## config.mk

```make
export PLATFORM = sky130hd
export DESIGN_NAME = i2c_slave_flat
export DESIGN_NICKNAME = d
export VERILOG_FILES = /design/src/rtl/i2c_pkg.sv /design/src/rtl/i2c_slave_if.sv /design/src/rtl/i2c_line_sync.sv /design/src/rtl/i2c_slave.sv /design/src/flat_wrapper.sv
export SDC_FILE = /design/constraint.sdc
export NUM_CORES = 1
export LEC_CHECK = 0
export BUFFER_PORTS_ARGS = -buffer_cell sky130_fd_sc_hd__buf_4
export CORE_ASPECT_RATIO = 0.6
export CORE_UTILIZATION = 40
export CTS_CLUSTER_DIAMETER = 60
export DETAILED_ROUTE_END_ITERATION = 12
export MAX_ROUTING_LAYER = met4
export PLACE_DENSITY = 0.6
export SETUP_SLACK_MARGIN = 0.2
export SLEW_MARGIN = 20
export SYNTH_ARGS = -nofsm -noshare
export SYNTH_HDL_FRONTEND = slang
export SYNTH_SLANG_ARGS = --single-unit
```

## constraint.sdc

```tcl
create_clock -name clk -period 1.95 [get_ports clk]
set_input_delay 0.2925 -clock clk [delete_from_list [all_inputs] [get_ports clk]]
set_output_delay 0.2925 -clock clk [all_outputs]
set_load 0.02 [all_outputs]
```

## src/rtl/i2c_pkg.sv

```systemverilog
// rtl/i2c_pkg.sv - shared I2C slave types and bus constants
// Purpose: slave state encoding and I2C protocol constants used by the slave
//          and its line synchronizer.
// Contents: slave_state_t, I2C_ACK/I2C_NACK, BITS_PER_BYTE, LAST_BIT, oe_for_bit().
package i2c_pkg;

    typedef enum logic [2:0] {
        ST_IDLE,
        ST_ADDR,
        ST_ACK_ADDR,
        ST_WRITE,
        ST_ACK_WR,
        ST_READ,
        ST_ACK_RD,
        ST_WAIT_STOP
    } slave_state_t;

    localparam logic        I2C_ACK       = 1'b0;
    localparam logic        I2C_NACK      = 1'b1;
    localparam int unsigned BITS_PER_BYTE = 8;
    localparam logic [2:0]  LAST_BIT      = 3'(BITS_PER_BYTE - 1);

    // Open-drain: a released line reads as NACK (1), so only the other level
    // needs the pull-down.
    function automatic logic oe_for_bit(input logic b);
        return (b != I2C_NACK);
    endfunction

endpackage

```

## src/rtl/i2c_slave_if.sv

```systemverilog
// rtl/i2c_slave_if.sv - I2C slave bus and local data handshake bundle
// Purpose: groups the I2C lines and the byte-level user handshake.
// Signals: scl, sda_in (bus in), sda_oe (open-drain pull-down), tx_data/tx_req
//          (read data supply), rx_data/rx_valid (write data), busy, addr_match.
// Modports: slave (the i2c_slave block), master (bus model / user side).
interface i2c_slave_if;

    logic       scl;
    logic       sda_in;
    logic       sda_oe;
    logic [7:0] tx_data;
    logic [7:0] rx_data;
    logic       rx_valid;
    logic       tx_req;
    logic       busy;
    logic       addr_match;

    modport slave (
        input  scl, sda_in, tx_data,
        output sda_oe, rx_data, rx_valid, tx_req, busy, addr_match
    );

    modport master (
        output scl, sda_in, tx_data,
        input  sda_oe, rx_data, rx_valid, tx_req, busy, addr_match
    );

endinterface

```

## src/rtl/i2c_line_sync.sv

```systemverilog
// rtl/i2c_line_sync.sv - SCL/SDA synchronizer, edge and START/STOP detection
// Purpose: brings the asynchronous bus lines into the clk domain and decodes
//          SCL edges and START/STOP conditions (3 clk detection latency).
// Ports: clk, rst (sync active-high), scl, sda_in (async inputs);
//        sda_lvl (synchronized SDA), scl_rise, scl_fall, start_det, stop_det.
module i2c_line_sync (
    input  logic clk,
    input  logic rst,
    input  logic scl,
    input  logic sda_in,
    output logic sda_lvl,
    output logic scl_rise,
    output logic scl_fall,
    output logic start_det,
    output logic stop_det
);

    // [0],[1] form the synchronizer, [2] is the history flop.
    logic [2:0] scl_sh;
    logic [2:0] sda_sh;

    always_ff @(posedge clk) begin
        if (rst) begin
            // Idle bus level so reset never looks like an edge or START.
            scl_sh <= 3'b111;
            sda_sh <= 3'b111;
        end else begin
            scl_sh <= {scl_sh[1:0], scl};
            sda_sh <= {sda_sh[1:0], sda_in};
        end
    end

    assign sda_lvl   = sda_sh[1];
    assign scl_rise  =  scl_sh[1] & ~scl_sh[2];
    assign scl_fall  = ~scl_sh[1] &  scl_sh[2];
    // SCL must be high in both compared samples so a coincident SCL edge is
    // treated as a bit, not a bus condition.
    assign start_det =  scl_sh[1] & scl_sh[2] & ~sda_sh[1] &  sda_sh[2];
    assign stop_det  =  scl_sh[1] & scl_sh[2] &  sda_sh[1] & ~sda_sh[2];

endmodule

```

## src/rtl/i2c_slave.sv

```systemverilog
// rtl/i2c_slave.sv - I2C slave with 7-bit address, byte read/write handshake
// Purpose: responds to SLAVE_ADDR; write bytes appear on rx_data/rx_valid,
//          read bytes are taken from tx_data on each tx_req pulse.
// Parameters: SLAVE_ADDR (7-bit device address), GLITCH_W (reserved, no effect).
// Ports: clk, rst (sync active-high), bus (i2c_slave_if.slave).
module i2c_slave
    import i2c_pkg::*;
#(
    parameter logic [6:0] SLAVE_ADDR = 7'h50,
    parameter int         GLITCH_W   = 0
) (
    input logic        clk,
    input logic        rst,
    i2c_slave_if.slave bus
);

    // Reserved for a future SCL/SDA glitch filter; intentionally empty.
    if (GLITCH_W != 0) begin : g_glitch_reserved
    end

    logic sda_lvl;
    logic scl_rise;
    logic scl_fall;
    logic start_det;
    logic stop_det;

    i2c_line_sync u_sync (
        .clk       (clk),
        .rst       (rst),
        .scl       (bus.scl),
        .sda_in    (bus.sda_in),
        .sda_lvl   (sda_lvl),
        .scl_rise  (scl_rise),
        .scl_fall  (scl_fall),
        .start_det (start_det),
        .stop_det  (stop_det)
    );

    slave_state_t state_q, state_d;
    logic [2:0]   cnt_q, cnt_d;
    logic [7:0]   shift_q, shift_d;
    logic         byte_done_q, byte_done_d;   // 8 bits taken, waiting for SCL fall
    logic         rw_q, rw_d;
    logic         rd_ack_q, rd_ack_d;         // master ACKed, next fall restarts READ
    logic         sda_oe_q, sda_oe_d;
    logic [7:0]   rx_data_q, rx_data_d;
    logic         rx_valid_q, rx_valid_d;
    logic         tx_req_q, tx_req_d;
    logic         busy_q, busy_d;
    logic         addr_match_q, addr_match_d;
    logic [7:0]   shift_in;

    assign shift_in = {shift_q[6:0], sda_lvl};

    always_ff @(posedge clk) begin
        if (rst) begin
            state_q      <= ST_IDLE;
            cnt_q        <= '0;
            shift_q      <= '0;
            byte_done_q  <= 1'b0;
            rw_q         <= 1'b0;
            rd_ack_q     <= 1'b0;
            sda_oe_q     <= 1'b0;
            rx_data_q    <= 8'h00;
            rx_valid_q   <= 1'b0;
            tx_req_q     <= 1'b0;
            busy_q       <= 1'b0;
            addr_match_q <= 1'b0;
        end else begin
            state_q      <= state_d;
            cnt_q        <= cnt_d;
            shift_q      <= shift_d;
            byte_done_q  <= byte_done_d;
            rw_q         <= rw_d;
            rd_ack_q     <= rd_ack_d;
            sda_oe_q     <= sda_oe_d;
            rx_data_q    <= rx_data_d;
            rx_valid_q   <= rx_valid_d;
            tx_req_q     <= tx_req_d;
            busy_q       <= busy_d;
            addr_match_q <= addr_match_d;
        end
    end

    always_comb begin
        state_d      = state_q;
        cnt_d        = cnt_q;
        shift_d      = shift_q;
        byte_done_d  = byte_done_q;
        rw_d         = rw_q;
        rd_ack_d     = rd_ack_q;
        sda_oe_d     = sda_oe_q;
        rx_data_d    = rx_data_q;
        rx_valid_d   = 1'b0;
        tx_req_d     = 1'b0;
        busy_d       = busy_q;
        addr_match_d = addr_match_q;

        if (stop_det) begin
            state_d      = ST_IDLE;
            sda_oe_d     = 1'b0;
            busy_d       = 1'b0;
            addr_match_d = 1'b0;
            cnt_d        = '0;
            byte_done_d  = 1'b0;
            rd_ack_d     = 1'b0;
        end else if (start_det) begin
            // sda_oe is left alone here: it may only move on an SCL fall,
            // and ADDR releases it on the first one.
            state_d      = ST_ADDR;
            busy_d       = 1'b1;
            addr_match_d = 1'b0;
            cnt_d        = '0;
            byte_done_d  = 1'b0;
            rd_ack_d     = 1'b0;
        end else begin
            case (state_q)
                ST_IDLE, ST_WAIT_STOP: begin
                    if (scl_fall) sda_oe_d = 1'b0;
                end
                ST_ADDR: begin
                    if (scl_rise) begin
                        shift_d = shift_in;
                        cnt_d   = cnt_q + 3'd1;
                        if (cnt_q == LAST_BIT) byte_done_d = 1'b1;
                    end else if (scl_fall) begin
                        sda_oe_d = 1'b0;
                        if (byte_done_q) begin
                            byte_done_d = 1'b0;
                            cnt_d       = '0;
                            if (shift_q[7:1] == SLAVE_ADDR) begin
                                state_d      = ST_ACK_ADDR;
                                sda_oe_d     = oe_for_bit(I2C_ACK);
                                rw_d         = shift_q[0];
                                addr_match_d = 1'b1;
                            end else begin
                                state_d = ST_WAIT_STOP;
                            end
                        end
                    end
                end
                ST_ACK_ADDR: begin
                    if (scl_fall) begin
                        cnt_d = '0;
                        if (rw_q) begin
                            // First read bit goes out on the same fall that ends the ACK.
                            state_d  = ST_READ;
                            tx_req_d = 1'b1;
                            shift_d  = bus.tx_data;
                            sda_oe_d = oe_for_bit(bus.tx_data[7]);
                        end else begin
                            state_d  = ST_WRITE;
                            sda_oe_d = 1'b0;
                        end
                    end
                end
                ST_WRITE: begin
                    if (scl_rise) begin
                        shift_d = shift_in;
                        cnt_d   = cnt_q + 3'd1;
                        if (cnt_q == LAST_BIT) begin
                            rx_data_d   = shift_in;
                            rx_valid_d  = 1'b1;
                            byte_done_d = 1'b1;
                        end
                    end else if (scl_fall && byte_done_q) begin
                        state_d     = ST_ACK_WR;
                        sda_oe_d    = oe_for_bit(I2C_ACK);
                        byte_done_d = 1'b0;
                        cnt_d       = '0;
                    end
                end
                ST_ACK_WR: begin
                    if (scl_fall) begin
                        state_d  = ST_WRITE;
                        sda_oe_d = 1'b0;
                        cnt_d    = '0;
                    end
                end
                ST_READ: begin
                    // cnt counts bits already presented; the fall after the
                    // eighth bit hands SDA to the master for its ACK.
                    if (scl_fall) begin
                        if (cnt_q == LAST_BIT) begin
                            state_d  = ST_ACK_RD;
                            sda_oe_d = 1'b0;
                            cnt_d    = '0;
                        end else begin
                            cnt_d    = cnt_q + 3'd1;
                            shift_d  = {shift_q[6:0], 1'b0};
                            sda_oe_d = oe_for_bit(shift_q[6]);
                        end
                    end
                end
                ST_ACK_RD: begin
                    if (scl_rise) begin
                        if (sda_lvl == I2C_ACK) begin
                            tx_req_d = 1'b1;
                            shift_d  = bus.tx_data;
                            rd_ack_d = 1'b1;
                        end else begin
                            state_d = ST_WAIT_STOP;
                        end
                    end else if (scl_fall && rd_ack_q) begin
                        state_d  = ST_READ;
                        rd_ack_d = 1'b0;
                        cnt_d    = '0;
                        sda_oe_d = oe_for_bit(shift_q[7]);
                    end
                end
                default: state_d = ST_IDLE;
            endcase
        end
    end

    assign bus.sda_oe     = sda_oe_q;
    assign bus.rx_data    = rx_data_q;
    assign bus.rx_valid   = rx_valid_q;
    assign bus.tx_req     = tx_req_q;
    assign bus.busy       = busy_q;
    assign bus.addr_match = addr_match_q;

endmodule

```

## src/flat_wrapper.sv

```systemverilog
// flat-port wrapper written by rule: the top's interface ports become plain ports
module i2c_slave_flat import i2c_pkg::*;
#(
    parameter logic [6:0] SLAVE_ADDR = 7'h50,
    parameter int         GLITCH_W   = 0
)
  (clk, rst, bus_scl, bus_sda_in, bus_tx_data, bus_sda_oe, bus_rx_data, bus_rx_valid, bus_tx_req, bus_busy, bus_addr_match);
  i2c_slave_if bus_i ();
  input logic clk;
  input logic rst;
  input wire logic [$bits(bus_i.scl)-1:0] bus_scl;
  input wire logic [$bits(bus_i.sda_in)-1:0] bus_sda_in;
  input wire logic [$bits(bus_i.tx_data)-1:0] bus_tx_data;
  output wire logic [$bits(bus_i.sda_oe)-1:0] bus_sda_oe;
  output wire logic [$bits(bus_i.rx_data)-1:0] bus_rx_data;
  output wire logic [$bits(bus_i.rx_valid)-1:0] bus_rx_valid;
  output wire logic [$bits(bus_i.tx_req)-1:0] bus_tx_req;
  output wire logic [$bits(bus_i.busy)-1:0] bus_busy;
  output wire logic [$bits(bus_i.addr_match)-1:0] bus_addr_match;
  assign bus_i.scl = bus_scl;
  assign bus_i.sda_in = bus_sda_in;
  assign bus_i.tx_data = bus_tx_data;
  assign bus_sda_oe = bus_i.sda_oe;
  assign bus_rx_data = bus_i.rx_data;
  assign bus_rx_valid = bus_i.rx_valid;
  assign bus_tx_req = bus_i.tx_req;
  assign bus_busy = bus_i.busy;
  assign bus_addr_match = bus_i.addr_match;
  i2c_slave #(.SLAVE_ADDR(SLAVE_ADDR), .GLITCH_W(GLITCH_W)) u_core (.clk(clk), .rst(rst), .bus(bus_i));
endmodule
```

### Yosys cells after proc, flatten, opt, wreduce, memory -nomap -nowiden

Cells that the tools add are included.

| operators by class | value |
|---|---|
| bitwise operators | 18 |
| add/sub/neg operators | 1 |
| muxes and demuxes | 63 |
| equality and inequality tests | 44 |
| reductions and logical operators | 25 |

Operators by type and width:

| cell | number |
|---|---|
| $mux W3 | 24 |
| $mux W8 | 7 |
| $ne A3 B1 Y1 const B | 11 |
| $pmux W8 S4 | 1 |
| $mux W1 | 26 |
| $ne A2 B1 Y1 const B | 13 |
| $reduce_and A12 Y1 | 2 |
| $reduce_and A10 Y1 | 2 |
| $pmux W3 S6 | 1 |
| $eq A3 B3 Y1 const B | 5 |
| $pmux W3 S5 | 1 |
| $ne A2 B2 Y1 const B | 6 |
| $not A1 Y1 | 11 |
| $reduce_and A5 Y1 | 2 |
| $ne A3 B3 Y1 const B | 3 |
| $reduce_and A8 Y1 | 1 |
| $and A1 B1 Y1 | 7 |
| $eq A7 B7 Y1 const B | 1 |
| $reduce_and A7 Y1 | 1 |
| $reduce_bool A7 Y1 | 1 |
| $eq A3 B2 Y1 const B | 2 |
| $pmux W1 S6 | 1 |
| $reduce_and A3 Y1 | 2 |
| $reduce_bool A6 Y1 | 1 |
| 13 further kinds | 19 |

| storage, ports and cells | value |
|---|---|
| word-level logic and storage cells | 166 |
| register bits after elaboration | 36 |
| input port bits | 12 |

### Depth between registers and ports, before layout

Gate-level depths: netlist of the first run.

| logic depth | value |
|---|---|
| depth after elaboration | 7 |
| mapped depth | 7 |

### Modules after synthesis

Synthesis of the first run repeated with hierarchy kept, for this count alone.

| second synthesis, totals | value |
|---|---|
| cells, all modules | 219 |
| area, all modules | 1883.1 um^2 |

By module, submodules not included:

| module | area an instance (um^2) | instances | cells an instance |
|---|---|---|---|
| i2c_slave | 1692.9 | 1 | 203 |
| i2c_line_sync | 190.2 | 1 | 16 |

### Worst setup path after synthesis of the first run

Ideal clock, no wire load.

| timing | value |
|---|---|
| kind | flip-flop to flip-flop |
| from | register u_core.shift_q[1] |
| to | register u_core.rw_q |
| slack | 0.280 ns |
| cell stages (with the launch flop) | 6 |
| buffers on the path | 0 |
| clock period less this slack | 1.670 ns |
| data arrival time | 1.545 ns |
| cell sequence | dfxtp_1 -> or3_4 -> or4_4 -> nor2_4 -> mux2i_1 -> nor2_1 |

| on the way | value |
|---|---|
| word-level cells in the longest chain between the ends | 2 |

Ends and longest elaborated chain:

| what | RTL line | source |
|---|---|---|
| start: declaration | i2c_slave.sv:41 | `logic [7:0] shift_q, shift_d;` |
| start signal: assignment | i2c_slave.sv:72 | `shift_q <= shift_d;` |
| $eq A7 B7 Y1 | i2c_slave.sv:131 | `if (shift_q[7:1] == SLAVE_ADDR) begin` |
| $reduce_and A7 Y1 (no source line) | -- |  |
| end signal: assignment | i2c_slave.sv:74 | `rw_q <= rw_d;` |
| end: declaration | i2c_slave.sv:43 | `logic rw_q, rw_d;` |

Every way passes these cells.
A chain may end at the register's enable or synchronous reset.

### Worst setup path after layout of the first run

| timing | value |
|---|---|
| from | register u_core.u_sync.scl_sh[2] |
| to | register u_core.state_q[0] |

| on the way | value |
|---|---|
| word-level cells in the longest chain between the ends | 5 |
| elaborated cells on any way between the ends | 27 |
| classes of those cells | eq/ne (11); mux (3); bitwise (8); reduce/logical (5) |

Ends and longest elaborated chain:

| what | RTL line | source |
|---|---|---|
| start: declaration | i2c_line_sync.sv:19 | `logic [2:0] scl_sh;` |
| start signal: assignment | i2c_line_sync.sv:28 | `scl_sh <= {scl_sh[1:0], scl};` |
| $and A1 B1 Y1 / $not A1 Y1 (equally long branches) | i2c_line_sync.sv:38, i2c_line_sync.sv:39, i2c_line_sync.sv:34 |  |
| $and A1 B1 Y1 (on tied branches) | i2c_line_sync.sv:38, i2c_line_sync.sv:34 |  |
| $and A1 B1 Y1 / $mux W3 (equally long branches) | i2c_line_sync.sv:38, i2c_slave.sv:196 |  |
| $ne A4 B1 Y1 (no source line) (tied with other cells) | -- |  |
| $reduce_and A12 Y1 (no source line) / $mux W1 (equally long branches) | -- |  |
| end signal: assignment | i2c_slave.sv:70 | `state_q <= state_d;` |
| end: declaration | i2c_slave.sv:39 | `slave_state_t state_q, state_d;` |

Parallel ways exist; a longest one is shown, timed or not.

==> impl_metrics.ini, run 1 <==
[global_route]
first_global_vias = 1583
grt_pass1_wl_um = 8045
grt_start_max_net_pins = 27
antenna_found_initial = 0
grt_usage = 0.2140
grt.overflow.total = 0

[clock_tree]
cts_tree = built
cts_buffers = 5
cts.clk_slew.worst_paths_ns = 0.08
clockBufferDepth = 2
hold_buffers = 0
cts_htree_levels = 2
cts.sinks = 36
root_buffer = clkbuf_8
clkLatencyLatePin_ns = 0.30

[sta]
fin_ws_ns = 0.2500
tightest_slew_ns = 0.3342
slew_violations = 0
min_period_ns = 1.700
rsz0062_at_grt = true
timing.final.crit_share = 0.8718
whs_ns = 0.1676
relSlewSlack = 0.7772
fin_skew_ns = 0.003047
fin_tns_setup_ns = 0
final-hold-violation-count = 0
fmax_mhz = 588.2
setup_violations = 0

[floorplanning]
pin_count = 25
start_util = 0.4387
fp-row-count = 18
fp.dieH_um = 55.34
dieArea_um2 = 5030
die_w_um = 90.90
coreArea_um2 = 4324

[route]
wirelength_um = 4992
first_pass_iters = 4
avgViaCountPerCell = 5.497
drtIter0Drc = 177
drcViolationCount = 0
avgRoutedWirePerCell_um = 15.41
postRouteAntennaNets = 0
num_vias = 1781

[power]
ir_drop_uv = 475.8
p_total_mw = 3.099
p_leak_nw = 0.9184
power-per-cell-area_nw_per_um2 = 1291

[critical_path]
cp_num_buf_inv = 0
path_max_fanout = 7
crit_arrival_ns = 1.91
cp-end-kind = flip-flop
worstSetupPathType = reg -> reg
critical-path-slowest-cell = dfxtp_2
critPathMaxStageDelay_ns = 0.39
required_ns = 2.16
cp_top_family = compound AO/OA/AOI/OAI gates
start_kind = flip-flop
worstPathCellList = nand2b_1, a21oi_1, o32a_1, and3_1, o31ai_1

[synthesis]
syn_avg_cell_area_um2 = 8.430
yosysWarnings = 0
syn_nets = 239
ys_types = 54
syn_inst = 225
ys.flop_type = dfxtp_1
ys_seq_elements = 36
synth_edf_count = 0
synth_area_um2 = 1897
yosysSeqAreaShare = 0.3799
synth-async-reset-ratio = 0

[finish]
fin_cells = 324
multiInputGateArea_um2 = 1127
nNetsFinal = 277
register_area_um2 = 733.2
drive_gt1_frac = 0.3144
areaGrowthSynthToFinish_pct = 26.58
n_fill_cell = 405
antenna_cells = 0

[place]
pre_cts_ws_ns = 0.1698
dp_hpwl_um = 3540
dp_cells = 313
gp_congestion = 0.9549
port_buffers = 24

[run]
maxCapViolations = 0

[worst_hold_path]
hp-class = in -> reg

[status]
status = completed
## cell usage after synthesis (5+ instances only)
cell	instances	share of area
a311oi_1	7	0.032
nand2_1	19	0.038
dfxtp_1	36	0.38
o21ai_0	11	0.029
mux2i_1	10	0.053
a21oi_1	15	0.040
nor3_1	5	0.013
or2_2	7	0.023
buf_2	6	0.016
nand3_1	9	0.024
nor2_1	27	0.053
nand2b_1	5	0.016
## cell type report
cell class / instances / share of cell area
clock buffers: 6 / 0.03439
clock inverters: 2 / 0.005732
inverters: 4 / 0.006253
multi-input cells: 171 / 0.4695
flip-flops and latches: 36 / 0.3054
well taps: 60 / 0.03127
repair buffers: 45 / 0.1475
## worst reg2reg max path, stage by stage, from the launching register on
cell and delay (ns):
dfxtp_2 0.39, nand2b_1 0.30, a21oi_1 0.11, o32a_1 0.35, and3_1 0.24, o31ai_1 0.22
## cell families (layout without fill, tap and decap cells)
family,Yosys count,in the layout,synth area share
AOI/OAI and AO/OA,60,60,0.2170
muxes,10,10,0.05277
xor gates and xnor gates,1,1,0.004618
and+or+nand+nor,98,98,0.2784
buffers and inverters,18,57,0.05409
adders and majority gates,2,2,0.01319
DFF,36,36,0.3799
## registers in the layout, indices dropped and copies added, names as in the netlist
signal and flops:
u_core.bus.rx_data 8, u_core.shift_q 8, u_core.cnt_q 3, u_core.state_q 3
u_core.u_sync.scl_sh 3, u_core.u_sync.sda_sh 3, u_core.bus.addr_match 1, u_core.bus.busy 1
u_core.bus.rx_valid 1, u_core.bus.sda_oe 1, u_core.bus.tx_req 1, u_core.byte_done_q 1
u_core.rd_ack_q 1, u_core.rw_q 1
## placed cells by master (no fill, tap or decap), types with 3 or more instances in the layout
cell type,instances
a311oi_1,7
inv_1,4
nand2_1,18
dfxtp_2,4
a21oi_1,15
a211oi_1,3
nand2b_1,5
clkbuf_8,6
dfxtp_1,30
o22ai_1,4
o21ai_0,10
nand3_1,9
or2_2,7
buf_4,43
nand4_1,4
nor2_1,27
nor3_1,4
mux2i_1,10
## path summary, 6_finish.rpt
check / slack, ns / cells after the start / start / to
setup / recovery: 0.25 / 5 / u_core.u_sync.scl_sh[2] / u_core.state_q[0]
hold / removal: 0.17 / 2 / bus_scl / u_core.u_sync.scl_sh[0]
setup reg to reg: 0.25 / 5 / u_core.u_sync.scl_sh[2] / u_core.state_q[0]
hold reg to reg: 0.41 / 1 / u_core.u_sync.sda_sh[0] / u_core.u_sync.sda_sh[1]
## what timing repair did
action | in CTS | in global routing
resized for setup | 4 | 15
setup buffers | 3 | 0
setup endpoints to repair | 9 | 19
pin swaps | 2 | 1
## power breakdown
group          leakage, nW  total [mW]  switching (mW)  internal [mW]
clock               0.0516       0.583           0.295          0.289
combinational        0.573        1.50           0.794          0.704
sequential           0.294        1.02           0.165          0.853
## per-stage QoR
stage | util | area, um2
after detailed placement | 0.5087 | 2200
final | 0.5553 | 2401
after CTS | 0.5402 | 2336
after global placement | 0.5087 | 2200
after floorplan | - | 1897
after global routing | 0.5553 | 2401
## routing by layer
layer,vias to the layer above,share of wire,global-route usage
li1,910,-,-
met1,807,0.54,0.3291
met2,60,0.39,0.2652
met3,4,0.067,0.04545
met4,0,0.0082,0.07483
met5,-,0,-
Power figures use the tool's default switching activity.
==> run 2: changes to the inputs <==
==> constraint.sdc (replaced) <==
create_clock -name clk -period 1.6 [get_ports clk]
set_input_delay 0.24 -clock clk [delete_from_list [all_inputs] [get_ports clk]]
set_output_delay 0.24 -clock clk [all_outputs]
set_load 0.02 [all_outputs]
==> run 2 against run 1 <==
Net effect: maximum frequency up 6.3%; non-clock buffer count grew 36; utilization rose by 11 points; combinational power is 62% higher; routed wire length is 13% higher; total power is 44% higher; highest routed layer unchanged.
==> impl_metrics.ini, run 2 (synthesis results as in run 1) <==
[route]
drcViolationCount = 0
wirelength_um = 5627
num_vias = 1943
first_pass_iters = 4
postRouteAntennaNets = 0
avgViaCountPerCell = 5.397
drtIter0Drc = 168
avgRoutedWirePerCell_um = 15.63

[floorplanning]
start_util = 0.4387
dieArea_um2 = 5030
fp-row-count = 18
fp.dieH_um = 55.34
pin_count = 25
die_w_um = 90.90
coreArea_um2 = 4324

[clock_tree]
cts.sinks = 36
root_buffer = clkbuf_8
cts_buffers = 5
clkLatencyLatePin_ns = 0.30
cts.clk_slew.worst_paths_ns = 0.08
cts_htree_levels = 2
cts_tree = built
clockBufferDepth = 2

[finish]
nNetsFinal = 313
areaGrowthSynthToFinish_pct = 51.85
n_fill_cell = 380
multiInputGateArea_um2 = 1270
final_common_cell = buf_4
layout.cells.most_common_list = 72 x buf_4, 27 x nor2_1, 27 x dfxtp_1, 18 x nand2_1
register_area_um2 = 742.0
antenna_cells = 0
drive_gt1_frac = 0.4800

[run]
maxCapViolations = 0

[global_route]
met3_usage = 0.04959
grt.overflow.total = 0
first_global_vias = 1844
grt_busiest_layer = met1
antenna_found_initial = 0
globalRouteMet2Util = 0.3290
grt_usage = 0.2392
grt_pass1_wl_um = 9156
grt.met1_usage = 0.3528
grt_start_max_net_pins = 25

[critical_path]
rr_endpoint = u_core.shift_q[3]
crit_path_start = u_core.state_q[0]
crit_arrival_ns = 1.80
rrSetupSlack_ns = 0.002
worstPathCellList = or2_4, a22oi_2, o221a_2, buf_12, nor2_1, a311oi_1
path_max_fanout = 16
r2r_start = u_core.state_q[0]
start_kind = flip-flop
cp-end-kind = flip-flop
reg2regPathDepth = 6
critPathMaxStageDelay_ns = 0.39
critical-path-slowest-cell = dfxtp_4
required_ns = 1.80
worstSetupPathType = reg -> reg
endpoint = u_core.shift_q[3]

[sta]
fin_skew_ns = 0.001979
timing.final.crit_share = 0.9991
relSlewSlack = 0.7791
slew_violations = 0
tightest_slew_ns = 0.3294
min_period_ns = 1.598
rsz0062_at_grt = true
fin_ws_ns = 0.001503
fmax_mhz = 625.6
final-hold-violation-count = 0
setup_violations = 0
fin_tns_setup_ns = 0

[power]
ir_drop_uv = 679.0
power-per-cell-area_nw_per_um2 = 1550
p_leak_nw = 1.163

[status]
status = completed

[worst_hold_path]
hp-class = in -> reg

[place]
gp_congestion = 0.8810
dp_hpwl_um = 3982
port_buffers = 24
pre_cts_ws_ns = -0.09763
## run 2: layer usage
metal | part of all wire | wire (um) | up-vias
li1 | - | - | 974
met1 | 0.50 | 2836 | 899
met2 | 0.41 | 2293 | 60
met3 | 0.077 | 431 | 10
met4 | 0.012 | 66 | 0
met5 | 0 | 0 | -
## run 2: through the flow
| stage | area [um2] | power (mW) | hold WS (ns) | utilization | instances |
|---|---|---|---|---|---|
| 6_report | 2880 | 4.465 | 0.1210 | 0.6661 | 360 |
| 3_5_place_dp | 2490 | 3.315 | 0.3985 | 0.5758 | 343 |
| 3_3_place_gp | 2490 | 3.320 | 0.3953 | 0.5758 | 343 |
| 2_1_floorplan | 1977 | 2.485 | 0.3438 | - | 225 |
| 4_1_cts | 2740 | 4.200 | 0.1181 | 0.6337 | 357 |
| 5_1_grt | 2880 | 4.715 | 0.1080 | 0.6661 | 360 |
## run 2: cell type report
type | instances | area share
clock inverters | 3 | 0.01607
well taps | 60 | 0.02606
multi-input cells | 171 | 0.4409
inverters | 4 | 0.005213
repair buffers | 81 | 0.2302
flip-flops and latches | 36 | 0.2576
clock buffers | 5 | 0.02389
## run 2: report_power, final
group / leakage [nW] / total (mW) / switching, mW / internal [mW]
logic: 0.813 / 2.43 / 1.21 / 1.21
registers: 0.296 / 1.20 / 0.159 / 1.04
clock network: 0.0548 / 0.840 / 0.371 / 0.470
total: 1.16 / 4.46 / 1.74 / 2.72
## run 2: worst max-delay path, delay by kind of cell, from the launching register on
kind                   cells  cell delay [ns]
and+or+nand+nor            2             0.31
buffers and inverters      1             0.14
DFF                        1             0.39
AOI/OAI and AO/OA          3             0.66
## run 2: worst min-delay path by stage
stage / from / to / slack (ns) / depth (start not counted)
floorplan: bus_scl / u_core.u_sync.scl_sh[0] / 0.34 / 1
global placement: u_core.u_sync.scl_sh[0] / u_core.u_sync.scl_sh[1] / 0.40 / 1
detailed placement: u_core.u_sync.scl_sh[0] / u_core.u_sync.scl_sh[1] / 0.40 / 1
CTS: bus_scl / u_core.u_sync.scl_sh[0] / 0.12 / 2
global route: bus_sda_in / u_core.u_sync.sda_sh[0] / 0.11 / 2
finish: bus_scl / u_core.u_sync.scl_sh[0] / 0.12 / 2
## run 2: timing repair
action | 4_1_cts | 5_1_grt
setup buffers | 6 | 3
pin swaps | 8 | 8
gates resized for setup | 24 | 28
endpoints found under the setup margin | 28 | 28
hold buffers | 0 | 0
==> run 3: changes to the inputs <==
--- a/config.mk
+++ b/config.mk
@@ -11,7 +11,7 @@
 export CTS_CLUSTER_DIAMETER = 60
 export DETAILED_ROUTE_END_ITERATION = 12
 export MAX_ROUTING_LAYER = met4
-export PLACE_DENSITY = 0.6
+export PLACE_DENSITY = 0.62
 export SETUP_SLACK_MARGIN = 0.2
 export SLEW_MARGIN = 20
 export SYNTH_ARGS = -nofsm -noshare
==> constraint.sdc (replaced) <==
create_clock -name clk -period 1.38 [get_ports clk]
set_input_delay 0.207 -clock clk [delete_from_list [all_inputs] [get_ports clk]]
set_output_delay 0.207 -clock clk [all_outputs]
set_load 0.02 [all_outputs]
==> run 3 against run 2 <==
Net effect: the flow now finishes with violations (negative setup slack); combinational power grew 51%; sequential power grew 14%; count of clock-buffer cells in the layout is the same; clock skew grew 0.0076 ns; clock power grew 14%; hold slack lost 0.027 ns; first-iteration DRC count grew 1.8%; critical path depth shrank 1; routed wire length grew 13%; sequential share of layout area shrank 2.8 points; register-to-register slack lost 0.28 ns; global-route usage grew 2.3 points; critical path type unchanged.
==> impl_metrics.ini, run 3 (synthesis results as in run 1) <==
[power]
ir_drop_uv = 886.6
p_total_mw = 5.981
p_leak_nw = 1.329
power-per-cell-area_nw_per_um2 = 1838

[status]
violations = negative setup slack
status = finished, violations left

[clock_tree]
cts_htree_levels = 2
clkLatencyLatePin_ns = 0.30
cts_tree = built
root_buffer = clkbuf_8
cts.clk_slew.worst_paths_ns = 0.08
cts_buffers = 5
hold_buffers = 0
cts.sinks = 36
clockBufferDepth = 2

[route]
wl_met1_um = 2975
wirelength_um = 6377
first_pass_iters = 4
route.met2.wl_um = 2695
avgRoutedWirePerCell_um = 16.69
highest_layer = met4
num_vias = 2145
drcViolationCount = 0
wl_met3_um = 574
avgViaCountPerCell = 5.615
drtIter0Drc = 171
postRouteAntennaNets = 0

[place]
gp_congestion = 0.8907
dp_hpwl_um = 4073
place_area_um2 = 2603
port_buffers = 24

[finish]
final_common_cell = buf_4
finalInstanceArea_um2 = 3254
antenna_cells = 0
layout.cells.most_common_list = 78 x buf_4, 26 x dfxtp_1, 22 x nor2_1, 20 x buf_6, 15 x nand2_1
final_core_util = 0.7526
areaGrowthSynthToFinish_pct = 71.57
nNetsFinal = 335
drive_gt1_frac = 0.5776

[critical_path]
start_kind = flip-flop
reg2regPathDepth = 5
rr_endpoint = u_core.rw_q
required_ns = 1.56
worstPathCellList = or3_4, or4_4, nor2_4, mux2i_1, nor2_1
crit_path_start = u_core.shift_q[1]
critical-path-slowest-cell = or4_4
rrSetupSlack_ns = -0.28
critPathMaxStageDelay_ns = 0.45
crit_arrival_ns = 1.84
cp_num_buf_inv = 0
cp_top_family = simple AND/OR/NAND/NOR gates
worstSetupPathType = reg -> reg
r2r_start = u_core.shift_q[1]
cp-end-kind = flip-flop
path_max_fanout = 2

[sta]
relSlewSlack = 0.7803
fmax_mhz = 602.3
fin_skew_ns = 0.009619
final-hold-violation-count = 0
rsz0062_at_grt = true
setup_violations = 27
tightest_slew_ns = 0.3277
whs_ns = 0.09396
timing.final.crit_share = 1.203
min_period_ns = 1.660
fin_ws_ns = -0.2804
slew_violations = 0

[worst_hold_path]
hold_depth = 2
worstHoldStart = bus_sda_in
hp-class = in -> reg
holdPathEnd = u_core.u_sync.sda_sh[0]

[floorplanning]
fp.dieH_um = 55.34
pin_count = 25
die_w_um = 90.90
coreArea_um2 = 4324
start_util = 0.4387
fp-row-count = 18
dieArea_um2 = 5030

[run]
maxCapViolations = 0

[global_route]
first_global_vias = 2106
grt_usage = 0.2623
grt.overflow.total = 0
grt_start_max_net_pins = 25
grt_pass1_wl_um = 10160
antenna_found_initial = 0
==> run 3: changes by cell type in the layout (fill, tap and decap cells not counted), moves of 3 or more <==
cell,change
buf_4,+6
buf_6,+14
nand2b_1,-3
o221a_4,+3
a21oi_2,-3
nor2_1,-5
nand2_1,-3
nor2_2,+3
==> run 3: where the power goes <==
part,internal (mW),switching (mW),total [mW]
logic,1.90,1.76,3.66
registers,1.21,0.159,1.37
clock network,0.535,0.419,0.954
total,3.64,2.34,5.98
==> run 3: worst max-delay path by stage <==
stage	cells past startpoint	to
3_3_place_gp	5	u_core.rw_q
6_report	5	u_core.rw_q
5_1_grt	5	u_core.rw_q
2_1_floorplan	6	u_core.rw_q
4_1_cts	5	u_core.rw_q
3_5_place_dp	6	u_core.state_q[0]
==> run 3: worst register-to-register path, delay by kind of cell (launching register included) <==
kind,cells,cell delay (ns)
and+or+nand+nor,4,1.04
muxes,1,0.20
DFF,1,0.32
==> run 3: area by class of cell <==
| class | instances | area, um2 |
|---|---|---|
| clock buffers | 5 | 68.82 |
| clock inverters | 3 | 42.54 |
| fillers | 307 | 1070 |
| inverters | 4 | 17.52 |
| multi-input cells | 172 | 1416 |
| flip-flops and latches | 36 | 748.2 |
| well taps | 60 | 75.07 |
| repair buffers | 102 | 885.9 |
==> run 3: per-layer routing <==
metal / up-vias / track usage
met5: - / -
met2: 90 / 0.3766
met4: 0 / 0.08617
li1: 1025 / -
met1: 1014 / 0.3599
met3: 16 / 0.06336
==> run 3: stage by stage <==
step,TNS (ns),instances,setup slack (ns)
6_report,-3.678,382,-0.2804
5_1_grt,-5.032,382,-0.3532
4_1_cts,-2.925,377,-0.2610
3_5_place_dp,-4.759,351,-0.2745
3_3_place_gp,-4.086,351,-0.2602
2_1_floorplan,-1.373,225,-0.2395
==> run 3: repair_timing <==
action	in CTS	in global routing
setup buffers	17	5
gates cloned	1	0
pin swaps	22	24
setup endpoints to repair	29	29
resized for setup	57	28
